===== config.mk =====
export PLATFORM = sky130hd
export DESIGN_NAME = intr_ctrl
export DESIGN_NICKNAME = d
export VERILOG_FILES = /design/src/rtl/intr_ctrl_pkg.sv /design/src/rtl/intr_prio_enc.sv /design/src/rtl/intr_ctrl.sv
export SDC_FILE = /design/constraint.sdc
export NUM_CORES = 1
export LEC_CHECK = 0
export ABC_AREA = 1
export CORE_AREA = 2 2 39 41
export CTS_CLUSTER_SIZE = 40
export DETAILED_ROUTE_END_ITERATION = 7
export DIE_AREA = 0 0 41 43
export PLACE_DENSITY = 0.72
export SYNTH_ARGS = -nofsm -noshare
export SYNTH_HDL_FRONTEND = slang
export SYNTH_SLANG_ARGS = --single-unit

===== constraint.sdc =====
create_clock -name clk -period 1.5 [get_ports clk]
set_input_delay 0.225 -clock clk [delete_from_list [all_inputs] [get_ports clk]]
set_output_delay 0.225 -clock clk [all_outputs]
set_load 0.02 [all_outputs]

===== src/rtl/intr_ctrl_pkg.sv =====
// rtl/intr_ctrl_pkg.sv - shared types and constants for the interrupt controller.
package intr_package;

  typedef enum logic [1:0] {
    IDLE     = 2'd0,
    REQ      = 2'd1,
    WAIT_REL = 2'd2
  } intr_state_t;

  localparam int INTR_N_SRC_DEFAULT = 4;

  localparam int INTR_SRC_UART_RX = 0;
  localparam int INTR_SRC_TIMER   = 1;

endpackage


===== src/rtl/intr_prio_enc.sv =====
// rtl/intr_prio_enc.sv - combinational lowest-index-wins priority encoder.
module intr_prio_enc #(
  parameter  int N_SRC = 4,
  localparam int ID_W  = $clog2(N_SRC)
) (
  input  logic [N_SRC-1:0] vector,
  output logic             any_pend,
  output logic [ID_W-1:0]  sel_id
);

  always_comb begin
    any_pend = |vector;
    sel_id   = '0;
    // Scan downwards so the lowest set index is the last to assign.
    for (int i = N_SRC - 1; i >= 0; i--) begin
      if (vector[i]) sel_id = ID_W'(i);
    end
  end

endmodule


===== src/rtl/intr_ctrl.sv =====
// rtl/intr_ctrl.sv - edge-capturing interrupt controller with four-phase ack handshake.
// Optional per-source eligibility mask port when INTR_CTRL_MASK_EN is defined.
module intr_ctrl
  import intr_package::*;
#(
  parameter  int N_SRC = INTR_N_SRC_DEFAULT,
  localparam int ID_W  = $clog2(N_SRC)
) (
  input  logic             clk,
  input  logic             reset,
  input  logic [N_SRC-1:0] src_req,
`ifdef INTR_CTRL_MASK_EN
  input  logic [N_SRC-1:0] src_mask,
`endif
  input  logic             intr_en,
  input  logic             ack,
  output logic             irq,
  output logic [ID_W-1:0]  irq_id,
  output logic [N_SRC-1:0] pending
);

  intr_state_t      state;
  logic [N_SRC-1:0] src_d;
  logic             armed;
  logic [N_SRC-1:0] rise;
  logic [N_SRC-1:0] clr;
  logic [N_SRC-1:0] eligible;
  logic             any_pend;
  logic [ID_W-1:0]  sel_id;

  // History is cleared by reset, so the first post-reset cycle is ignored to
  // keep a line held high through reset from looking like a new edge.
  assign rise = src_req & ~src_d & {N_SRC{armed}};

`ifdef INTR_CTRL_MASK_EN
  assign eligible = pending & src_mask;
`else
  assign eligible = pending;
`endif

  always_comb begin
    clr = '0;
    if (state == REQ && ack) clr[irq_id] = 1'b1;
  end

  intr_prio_enc #(.N_SRC(N_SRC)) u_prio_enc (
    .vector   (eligible),
    .any_pend (any_pend),
    .sel_id   (sel_id)
  );

  always_ff @(posedge clk) begin
    if (reset) begin
      state   <= IDLE;
      src_d   <= '0;
      armed   <= 1'b0;
      pending <= '0;
      irq     <= 1'b0;
      irq_id  <= '0;
    end else begin
      src_d   <= src_req;
      armed   <= 1'b1;
      // A new rise wins over the ack clear of the same bit.
      pending <= (pending & ~clr) | rise;
      case (state)
        IDLE: begin
          if (any_pend && intr_en && !ack) begin
            irq_id <= sel_id;
            irq    <= 1'b1;
            state  <= REQ;
          end
        end
        REQ: begin
          if (ack) begin
            irq   <= 1'b0;
            state <= WAIT_REL;
          end else if (!intr_en) begin
            irq   <= 1'b0;
            state <= IDLE;
          end
        end
        WAIT_REL: begin
          irq <= 1'b0;
          if (!ack) state <= IDLE;
        end
        default: begin
          irq   <= 1'b0;
          state <= IDLE;
        end
      endcase
    end
  end

endmodule


=== Word-level counts from Yosys, hierarchy flattened ===
Cells that the tools add are included.

* Input port bits: 8
* Bits in registers: 14
* Output and inout bits: 7
* Logic and storage cells: 46

* Magnitude comparators: 2
* Equal/unequal tests: 5
* Multiplexer cells: 17
* Reductions and logical operators: 10
* Bitwise operators: 6

{| class="wikitable"
|+ Operator list
! operator !! count
|-
| 2-to-1 mux 2 bit || 8
|-
| bitwise AND 4 bit || 3
|-
| NOT 4 bit || 2
|-
| one-hot mux 2 bit (3 select lines) || 1
|-
| 2-to-1 mux 1 bit || 5
|-
| logical AND 1 bit || 4
|-
| 2-to-1 mux 4 bit || 1
|-
| inequality test 2 bit (second input constant) || 2
|-
| bitwise OR 4 bit || 1
|-
| AND reduction 2 bit || 2
|-
| OR reduction 4 bit || 1
|-
| < comparator 2 x 3 -> 1 bit (second input constant) || 1
|-
| inequality test 3 bit (second input constant) || 1
|-
| AND reduction 3 bit || 1
|-
| demux 1 bit (select 2 bit) || 1
|-
| equality test 2 x 1 -> 1 bit (second input constant) || 1
|-
| equality test 2 bit (second input constant) || 1
|-
| greater-or-equal comparator 2 x 1 -> 1 bit (second input constant) || 1
|-
| logical NOT 2 bit || 1
|-
| one-hot mux 1 bit (2 select lines) || 1
|-
| logical NOT 1 bit || 1
|}

=== Longest topological paths before layout ===
* Depth after elaboration: 8
* Depth in mapped cells: 7
* Gate-level depth less buffers: 7

=== Modules after synthesis ===
Synthesis repeated with hierarchy kept, for this count alone.

* Cell total of the unflattened synthesis: 79
* Area total of the unflattened synthesis: 586.8 µm²

{| class="wikitable"
|+ By module, submodules not included
! module !! times used !! sequential area each (µm²) !! area an instance (µm²) !! cells an instance
|-
| intr_ctrl || 1 || 280.3 || 540.5 || 70
|-
| intr_prio_enc || 1 || 0.0 || 46.3 || 9
|}

=== Worst setup path before layout ===
Ideal clock, no wire load.

* Path kind: reg2reg
* Start point: register pending[0]
* End point: register irq_id[0]
* Stages on the path, launching flop included: 6
* Slack: 0.476 ns
* Path buffers: 0
* Arrival: 0.906 ns
* Period minus slack after synthesis: 1.024 ns
* Setup time: 0.119 ns
* Required time: 1.381 ns
* Cells stage by stage: dfxtp_1 > nor2_2 > nand2_2 > nand3_2 > o21ai_1 > a21oi_1

* Cells in the longest elaborated chain, start to end: 4
* Elaborated cells between the ends (all ways): 5
* Classes of those cells: mux: 1; reduce/logical: 4

{| class="wikitable"
|+ RTL lines
! what !! RTL line !! text
|-
| start, declared || intr_ctrl.sv:19 || <nowiki>output logic [N_SRC-1:0] pending</nowiki>
|-
| start signal, assigned || intr_ctrl.sv:64 || <nowiki>pending <= (pending & ~clr) | rise;</nowiki>
|-
| OR reduction 4 bit || intr_prio_enc.sv:12 || <nowiki>any_pend = |vector;</nowiki>
|-
| logical AND 1 bit (2 in a row) || intr_ctrl.sv:67 || <nowiki>if (any_pend && intr_en && !ack) begin</nowiki>
|-
| AND reduction 2 bit (no line) || n/a ||
|-
| end signal, assigned || intr_ctrl.sv:68 || <nowiki>irq_id <= sel_id;</nowiki>
|-
| end, declared || intr_ctrl.sv:18 || <nowiki>output logic [ID_W-1:0] irq_id,</nowiki>
|}

Parallel ways exist; a longest one is shown, timed or not.
A chain may end at the register's enable or synchronous reset.

=== Final worst setup path ===
* Start point: register irq
* End point: output port irq

{| class="wikitable"
|+ RTL lines
! what !! RTL line !! text
|-
| start, declared || intr_ctrl.sv:17 || <nowiki>output logic irq,</nowiki>
|-
| start signal, assigned || intr_ctrl.sv:58 || <nowiki>irq <= 1'b0;</nowiki>
|-
| start signal, assigned || intr_ctrl.sv:69 || <nowiki>irq <= 1'b1;</nowiki>
|-
| start signal, assigned || intr_ctrl.sv:75 || <nowiki>irq <= 1'b0;</nowiki>
|}

No word-level cell between the ends.

==> insert_results.sql <==
INSERT INTO impl_metrics (metric_group, metric, value, unit) VALUES
('timing', 'setup_repair_after_global_routing_missed_its_margin', 'false', ''),
('global_route', 'all_layer_gr_usage', '14.8', '%'),
('global_route', 'most_heavily_used_metal_layer_in_global_routing', 'met2', ''),
('pwr', 'pwr_density_cell', '997', 'nW/um^2'),
('global_route', 'grt_pass1_vias', '441', ''),
('worst_setup_path', 'path_cells', 'clkdlybuf4s50_1', ''),
('clocking', 'cts_setup_buffers', '0', ''),
('die', 'fp.coreArea', '1380', 'sq um'),
('drt', 'routed_via_density', '4.60', ''),
('worst_setup_path', 'crit_path_end_kind', 'output port', ''),
('timing', 'shortest_clock_period_the_worst_path_allows_after_layout', '1420', 'ps'),
('status', 'run_status', 'completed', ''),
('drt', 'via_count', '492', ''),
('clocking', 'clk_root_buffer_cell', 'clkbuf_4', ''),
('layout', 'layout.filler_cells', '148', ''),
('worst_setup_path', 'timing.critical_path.arrival', '1190', 'ps'),
('timing', 'fmaxAchievable', '705', 'MHz'),
('drt', 'route.detailed.drc', '0', ''),
('global_route', 'grt_pass1_wl', '1.70', 'mm'),
('synth', 'ys.warnings.count', '0', ''),
('layout', 'layout.area.seq', '280', 'sq um'),
('synth', 'synth-seq-area-share', '50.2', '%'),
('layout', 'antenna_cells_inserted', '0', ''),
('timing', 'final_report_setup_violation_count', '0', ''),
('run', 'maxcap_viol_count', '0', ''),
('worst_setup_path', 'critical_path_class', 'register to output port', ''),
('place', 'place.detailed.instances', '104', ''),
('drt', 'average_wire_per_cell_in_the_routed_design', '9.25', 'microns'),
('timing', 'slew_viol_final', '0', ''),
('global_route', 'grt.met2_usage', '20.0', '%'),
('clocking', 'tritoncts', 'done', ''),
('die', 'fp.dieArea', '1760', 'sq um'),
('worst_setup_path', 'critical_path.max_fanout', '2', ''),
('place', 'placed_area', '721', 'sq um'),
('die', 'top_level_ports', '15', ''),
('place', 'routabilityCongestion', '0.693', ''),
('pwr', 'p_leak', '0.346', 'nW'),
('layout', 'final-instance-count-excl-fill', '107', ''),
('synth', 'syn-cell-area', '558', 'sq um'),
('global_route', 'globalRouteMet3Util', '4.71', '%'),
('timing', 'timing.clock.skew', '5.77', 'ps'),
('synth', 'syn_inst', '74', ''),
('timing', 'timing_worst_slew_pin_value', '222', 'ps'),
('place', 'hpwl', '772', 'microns'),
('pwr', 'power.ir.vdd_worst', '0.448', 'mV'),
('worst_setup_path', 'critPathMaxStageDelay', '600', 'ps'),
('synth', 'ys_types', '15', ''),
('worst_setup_path', 'crit_family', 'buffers and inverters', ''),
('die', 'die_width', '41', 'microns'),
('clocking', 'cts.path.max_buffers', '2', ''),
('global_route', 'antenna_found_initial', '0', ''),
('die', 'rows', '14', ''),
('synth', 'synth.ff_latch_count', '14', ''),
('global_route', 'groute.layer.met1.usage', '18.2', '%'),
('layout', 'fin_area', '739', 'sq um'),
('drt', 'first_pass_iters', '4', ''),
('place', 'port_buffers', '14', ''),
('die', 'start_util', '40.3', '%'),
('timing', 'timing.slew.headroom', '85.2', '%'),
('die', 'die_h', '43', 'microns'),
('timing', 'final_period_utilization', '94.5', '%'),
('clocking', 'max_h_tree_level', '1', ''),
('synth', 'syn_avg_cell_area', '7.54', 'sq um'),
('clocking', 'clk_latency', '270', 'ps'),
('layout', 'drive_gt1_share', '13.2', '%'),
('layout', 'area.growth.synth_to_final', '32.5', '%'),
('synth', 'syn-num-nets', '82', ''),
('global_route', 'grt.overflow.total', '0', ''),
('timing', 'report.final.hold_viol_count', '0', ''),
('layout', 'multi_input_area', '231', 'sq um'),
('worst_setup_path', 'cp.required', '1270', 'ps'),
('layout', 'finalNetCount', '101', ''),
('synth', 'synth_largest_type_area_fraction', '50.2', '%'),
('clocking', 'number_of_buffers_added_by_the_clock_tree_synthesis_step', '3', ''),
('drt', 'drt_initial_violations', '13', ''),
('global_route', 'grt_max_degree', '8', ''),
('worst_setup_path', 'path_buf_inv', '1', ''),
('drt', 'ant_nets', '0', ''),
('hold_path', 'worst_hold_path_type', 'register to register', ''),
('synth', 'yosys.area.top_type', 'dfxtp_1', ''),
('worst_setup_path', 'cpMaxStageDelayCell', 'clkdlybuf4s50_1', ''),
('clocking', 'numClockSinks', '14', ''),
('timing', 'setup_tns_final', '0', 'ps'),
('clocking', 'clk_pin_slew', '70', 'ps'),
('synth', 'synth_area_leaders', 'dfxtp_1, nand2_1, a21oi_1, inv_1, nor2_1', ''),
('drt', 'postRouteWirelength', '990', 'microns'),
('worst_setup_path', 'startpoint_type', 'register', '');
[through the flow]
step                      hold WS, ps  power [W]  util (%)  worst slack (ps)
after floorplan                   294   0.000494         -               476
after global placement            457   0.000551      52.1               146
after detailed placement          463   0.000552      52.1               131
after CTS                         476   0.000748      53.3             0.928
after global routing              496   0.000791      53.4              17.2
final                             469   0.000737      53.4              82.4
[Yosys cell counts, drive strengths merged]
| master | n |
|---|---|
| nor2 | 13 |
| nor3 | 1 |
| dfxtp | 14 |
| buf | 1 |
| inv | 11 |
| nand3 | 3 |
| nand2 | 15 |
| o21ai | 6 |
| a21oi | 10 |
[path summary, 6_finish.rpt]
path | startpoint | to | slack (ps) | cells past startpoint
worst max-delay path | irq | irq | 80 | 1
worst min-delay path | irq | irq | 470 | 2
worst max register to register | pending[0] | irq_id[1] | 490 | 5
worst min register to register | irq | irq | 470 | 2
[where the power goes]
group	total [W]	leakage [nW]	internal (W)	switching, W
clock network	0.000201	0.0138	0.0000930	0.000108
registers	0.000413	0.116	0.000394	0.0000190
logic	0.000124	0.217	0.0000581	0.0000655
total	0.000737	0.346	0.000545	0.000193
[routing by layer]
metal  part of all wire [%]  wire [microns]
met1                     47             470
met2                     43             429
met3                    5.4              53
met4                    3.6              36
met5                      0               0
[placed cells by master (no fill, tap or decap)]
cell type	Yosys	routed
nor2_2	3	3
a21oi_1	9	9
buf_4	0	1
a21oi_2	1	1
nor2_1	9	9
clkbuf_4	0	3
inv_2	1	1
dfxtp_1	14	14
nand3_1	2	2
nor2_4	1	1
nor3_1	1	1
clkdlybuf4s50_1	0	8
o21ai_1	6	6
nand3_2	1	1
nand2_2	1	1
dlymetal6s2s_1	0	1
nand2_1	14	14
inv_1	10	10
dlygate4sd2_1	0	5
[registers in the layout (all words and copies together), names as in the netlist]
signal   flops
state        2
pending      4
armed        1
src_d        4
irq          1
irq_id       2
[cells by family after synthesis]
group	Yosys count	share of synthesized area [%]
buffers and inverters	12	8.30
and+or+nand+nor	32	26.5
AOI/OAI and AO/OA	16	15.0
DFF	14	50.2
[area by class of cell]
type / count / area share, %
Timing Repair Buffer: 15 / 19.5
Inverter: 11 / 5.58
Multi-Input combinational cell: 48 / 31.3
Tap cell: 16 / 2.71
Sequential cell: 14 / 37.9
Clock buffer: 3 / 3.05
[timing repair]
| item | 4_1_cts | 5_1_grt |
|---|---|---|
| hold buffers | 0 | 0 |
| endpoints found under the setup margin | 5 | 1 |
| resized for setup | 5 | 1 |
(Power assumes the default switching activity.)
